===== config.mk =====
export PLATFORM = sky130hd
export DESIGN_NAME = io_port_controller
export DESIGN_NICKNAME = d
export VERILOG_FILES = /design/src/rtl/io_port_controller.sv
export SDC_FILE = /design/constraint.sdc
export NUM_CORES = 1
export LEC_CHECK = 0
export CAP_MARGIN = 20
export CORE_MARGIN = 10
export CORE_UTILIZATION = 45
export DETAILED_ROUTE_END_ITERATION = 10
export PLACE_DENSITY_LB_ADDON = 0.2
export SLEW_MARGIN = 15
export SYNTH_ARGS = -nofsm -noshare
export SYNTH_HDL_FRONTEND = slang
export SYNTH_SLANG_ARGS = --single-unit

===== constraint.sdc =====
create_clock -name Clock -period 4.1 [get_ports Clock]
set_clock_uncertainty 0.05 [all_clocks]
set_input_delay 0.82 -clock Clock [delete_from_list [all_inputs] [get_ports Clock]]
set_output_delay 0.82 -clock Clock [all_outputs]
set_load 0.1 [all_outputs]

===== src/rtl/io_port_controller.sv =====
// I/O port controller: blocking switch-input capture with a confirm strobe, plus channelled output registers.
// Define IO_TIMEOUT_EN to bound the wait for the confirm strobe to TIMEOUT_CYC cycles.
module io_port_controller #(
    parameter int unsigned DATA_W      = 32,
    parameter int unsigned SW_W        = 13,
    parameter int unsigned N_OUT       = 2,
    parameter int unsigned PORT_W      = 3,
    parameter int unsigned SIGN_EXT    = 1,
    parameter int unsigned TIMEOUT_CYC = 1024
) (
    input  logic                    Clock,
    input  logic                    Reset,
    input  logic                    Req,
    input  logic                    Dir,
    input  logic [PORT_W-1:0]       Port,
    input  logic [DATA_W-1:0]       WrData,
    input  logic [SW_W-1:0]         Switches,
    input  logic                    Set,
    input  logic                    Halt,
    output logic [DATA_W-1:0]       DataIO,
    output logic [N_OUT*DATA_W-1:0] Output,
    output logic                    BlockSystem,
    output logic                    InValid,
    output logic                    Halted,
    output logic                    Timeout
);

    // Elaboration-time parameter sanity checks
    if (SW_W == 0 || SW_W > DATA_W) begin : g_bad_sw_w
        $error("io_port_controller: SW_W must be in 1..DATA_W");
    end
    if (N_OUT < 1 || N_OUT > 8) begin : g_bad_n_out
        $error("io_port_controller: N_OUT must be in 1..8");
    end
    if (PORT_W < 1) begin : g_bad_port_w
        $error("io_port_controller: PORT_W must be at least 1");
    end
    if (TIMEOUT_CYC < 1) begin : g_bad_timeout
        $error("io_port_controller: TIMEOUT_CYC must be at least 1");
    end

    typedef enum logic [1:0] {
        IDLE     = 2'd0,
        WAIT_SET = 2'd1,
        CAPTURE  = 2'd2,
        HALTED   = 2'd3
    } state_t;

    state_t                       state;
    state_t                       next_state;
    logic                         set_d;
    logic                         set_edge;
    logic                         cap_load;
    logic                         cap_timeout;
    logic                         wr_req;
    logic                         expired;
    logic [DATA_W-1:0]            sw_ext;
    logic [N_OUT-1:0]             ch_we;
    logic [N_OUT-1:0][DATA_W-1:0] out_q;

    assign set_edge = Set & ~set_d;

    // Widen the switch value to the CPU word
    if (SIGN_EXT != 0) begin : g_sext
        assign sw_ext = DATA_W'($signed(Switches));
    end else begin : g_zext
        assign sw_ext = DATA_W'(Switches);
    end

    always_ff @(posedge Clock or negedge Reset) begin
        if (!Reset) begin
            state <= IDLE;
            set_d <= 1'b0;
        end else begin
            state <= next_state;
            set_d <= Set;
        end
    end

    // Halt overrides everything; CAPTURE ignores Req so a held input instruction cannot retrigger
    always_comb begin
        next_state  = state;
        cap_load    = 1'b0;
        cap_timeout = 1'b0;
        wr_req      = 1'b0;
        if (Halt) begin
            next_state = HALTED;
        end else begin
            case (state)
                IDLE: begin
                    if (Req) begin
                        if (Dir) begin
                            wr_req = 1'b1;
                        end else begin
                            next_state = WAIT_SET;
                        end
                    end
                end
                WAIT_SET: begin
                    if (set_edge) begin
                        cap_load   = 1'b1;
                        next_state = CAPTURE;
                    end else if (expired) begin
                        cap_timeout = 1'b1;
                        next_state  = CAPTURE;
                    end
                end
                CAPTURE: next_state = IDLE;
                HALTED:  next_state = HALTED;
                default: next_state = IDLE;
            endcase
        end
    end

    assign BlockSystem = (state == WAIT_SET) || (state == HALTED) ||
                         ((state == IDLE) && Req && !Dir) || Halt;
    assign InValid     = (state == CAPTURE);
    assign Halted      = (state == HALTED);

    always_ff @(posedge Clock or negedge Reset) begin
        if (!Reset) begin
            DataIO <= '0;
        end else if (cap_load) begin
            DataIO <= sw_ext;
        end else if (cap_timeout) begin
            DataIO <= '0;
        end
    end

    // Out-of-range Port values match no channel, so the write is dropped
    always_comb begin
        ch_we = '0;
        for (int k = 0; k < int'(N_OUT); k++) begin
            ch_we[k] = wr_req && (32'(Port) == 32'(k));
        end
    end

    always_ff @(posedge Clock or negedge Reset) begin
        if (!Reset) begin
            out_q <= '0;
        end else begin
            for (int k = 0; k < int'(N_OUT); k++) begin
                if (ch_we[k]) begin
                    out_q[k] <= WrData;
                end
            end
        end
    end

    assign Output = out_q;

`ifdef IO_TIMEOUT_EN
    localparam int unsigned CNT_W = (TIMEOUT_CYC > 2) ? $clog2(TIMEOUT_CYC) : 1;

    logic [CNT_W-1:0] wait_cnt;
    logic             timeout_q;

    // Counter sits at zero outside WAIT_SET, so it is clear on every entry
    always_ff @(posedge Clock or negedge Reset) begin
        if (!Reset) begin
            wait_cnt <= '0;
        end else if (state != WAIT_SET) begin
            wait_cnt <= '0;
        end else begin
            wait_cnt <= wait_cnt + CNT_W'(1);
        end
    end

    assign expired = (wait_cnt == CNT_W'(TIMEOUT_CYC - 1));

    always_ff @(posedge Clock or negedge Reset) begin
        if (!Reset) begin
            timeout_q <= 1'b0;
        end else if (cap_load) begin
            timeout_q <= 1'b0;
        end else if (cap_timeout) begin
            timeout_q <= 1'b1;
        end
    end

    assign Timeout = timeout_q;
`else
    assign expired = 1'b0;
    assign Timeout = 1'b0;
`endif

endmodule


==> results.md <==
* CP Depth at 1
* IO Port Bufs at 152
* Syn Inst Count at 211
* Worst-margin pin slew at 1.03 ns
* Core box area at 7330 um^2
* Mapped Avg Cell Area at 16.3 um^2
* Layout Cells excl Fill at 454
* Total track usage at 14.7%
* Final worst path period share at 76.6%
* Final Hold Fails at 0
* Post-placement cell count at 438
* Final setup fails at 0
* Detailed Route WL at 8520 um
* Clk buf depth at 2
* R2r setup slk at 1.86 ns
* First-pass GRT wire length at 13200 um
* Chip width at 107 um
* # hold bufs at CTS at 0
* Class of the worst hold path: register to register
* CP top delay family: buffers and inverters
* DRC Markers at 0
* Slowest stage delay, CP at 1.25 ns
* Crit Path Class: register to output pin
* Max rail drop VDD at 0.178 mV
* WL/cell at 18.8 um
* Net count, final at 409
* Routability cong. at 0.721
* CTS Buf Count at 9
* FF-to-FF path depth at 6
* Sequential share of the synthesized area at 58.3%
* CTS HTree Levels at 3
* CP startpoint: DataIO[12]
* Post-CTS sizing at 0
* Library cells used by synthesis at 24
* Max Clk Rate at 318 MHz
* Final instance area at 5120 um^2
* Max-Slew Margin vs Limit at 31.1%
* DIE HEIGHT at 107 um
* Worst-skew pair later-pin latency at 0.33 ns
* Final hold slack at 0.462 ns
* Max cap viols at 0
* Post-synth top cells: dfrtp_1 (80), mux2_2 (47), mux2_4 (30)
* Area leader, netlist: dfrtp_1
* Layout cells sized above 1 at 29.0%
* Die area at 11500 um^2
* DR vias/cell at 4.74
* Fin Setup TNS at 0 ns
* First drt pass iteration count at 3
* RR Endpoint: Output[23]
* Setup Fix Bufs, Post-CTS at 0
* Warnings, synthesis at 0
* Top_reg_cell synth: dfrtp_1
* Via count at 2151
* EDFF count, synth at 0
* Post-synth ARST share at 100%
* Crit path capture type: output pin
* Synth area leaders: dfrtp_1 (58%), mux2_2 (15%), mux2_4 (13%), buf_4 (5.0%), ha_1 (1.8%)
* Vias in the first global route at 2319
* Site Rows at 31
* Reg clk slew, reported paths at 0.08 ns
* Worst Path Arrival at 2.27 ns
* R2R Path Start: state[0]
* Post-synth top area share at 58.3%
* Critical Path RT at 3.23 ns
* Fin. max-slew vios at 0
* PwrDens at 341 nW/um^2
* Number of DRC markers in iteration 0 at 47
* Largest net degree at the start of global routing at 81
* Syn_nets at 270
* Pleak at 2.45 nW
* Setup crit end: DataIO[20]
* Critical path cell sequence: clkdlybuf4s50_1
* Ant diodes at 0
* Outcome: complete, no violations
* Area Growth Syn to Fin at 49.1%
* Worst Path Buf+Inv at 1
* Crit path launch type: register
* CTS tree: yes
* I/O pins at 154
* RSZ-0062 raised after global routing: false
* Most frequent cell after synthesis: dfrtp_1
* Period minus WS final at 3.14 ns
* Slowest CP cell: clkdlybuf4s50_1
* Max Fanout on Critical Path at 21
* Final Util at 69.8%
* Initial Util at 46.8%
* Clk root buf: clkbuf_8
* Synth Register Bits at 80
* Post-Syn Area at 3430 um^2
* # clock sinks at 80
* HPWL Detailed at 6570 um
* Initial antenna violation count at 0
* Post-Place Cell Area at 4870 um^2
* Antenna viol nets, final at 0
* GRT overflow at 0
placed cells by master, fill, tap and decap left out, types with 2 or more instances in the layout:
cell             count
clkdlybuf4s50_1    150
dfrtp_1             80
mux2_2              47
mux2_4              30
clkbuf_8             9
buf_4                6
ha_1                 5
inv_1                3
bufinv_16            3
nand2b_1             2
a22oi_1              2
and3_1               2
inv_6                2
report_power, final:
group          total (mW)  internal, mW  switching (mW)  leakage, nW
registers           0.800         0.795         0.00525         1.10
clock network       0.715         0.413           0.302        0.122
logic               0.228        0.0744           0.154         1.23
worst min-delay path by stage:
stage	from	end	slack (ns)	cells after the start
final	Output[18]	Output[18]	0.46	1
after global routing	Output[18]	Output[18]	0.47	1
after CTS	Output[18]	Output[18]	0.46	1
after detailed placement	Output[54]	Output[54]	0.44	1
after global placement	Output[18]	Output[18]	0.44	1
after floorplan	Reset	DataIO[0]	0.47	0
layout make-up:
cell class,count,area (um^2)
fillers,537,2210
repair buffers,156,1550
clock buffers,9,124
flip-flops and latches,80,2000
well taps,99,124
clock inverters,7,126
inverters,3,11.3
multi-input cells,100,1180
cell families (layout without fill, tap and decap cells):
logic type | after synthesis | in the layout | share of synthesized area (%)
compound gates | 5 | 5 | 1.13
simple gates | 12 | 12 | 2.48
fa+ha+maj | 5 | 5 | 1.82
flops | 80 | 80 | 58.3
other cells | 1 | 1 | 0.109
buf+inv | 31 | 175 | 7.58
mux | 77 | 77 | 28.5
per-layer routing:
| layer | share of wire (%) | up-vias | GRT usage, % |
|---|---|---|---|
| met2 | 51 | 79 | 24.7 |
| li1 | - | 988 | - |
| met4 | 1.4 | 0 | 5.63 |
| met5 | 0 | - | 0 |
| met3 | 8.8 | 8 | 5.69 |
| met1 | 39 | 1076 | 16.5 |
stage by stage:
step	power [mW]	setup slack, ns
detailed placement	1.05	0.937
global placement	1.04	0.983
global route	1.81	0.849
floorplan	0.954	0.227
CTS	1.77	0.929
finish	1.74	0.958
flip-flops by register name, indices dropped and copies added, names as in the netlist:
| signal | flops |
|---|---|
| Output | 64 |
| DataIO | 13 |
| state | 2 |
| set_d | 1 |
(Power assumes the default switching activity.)
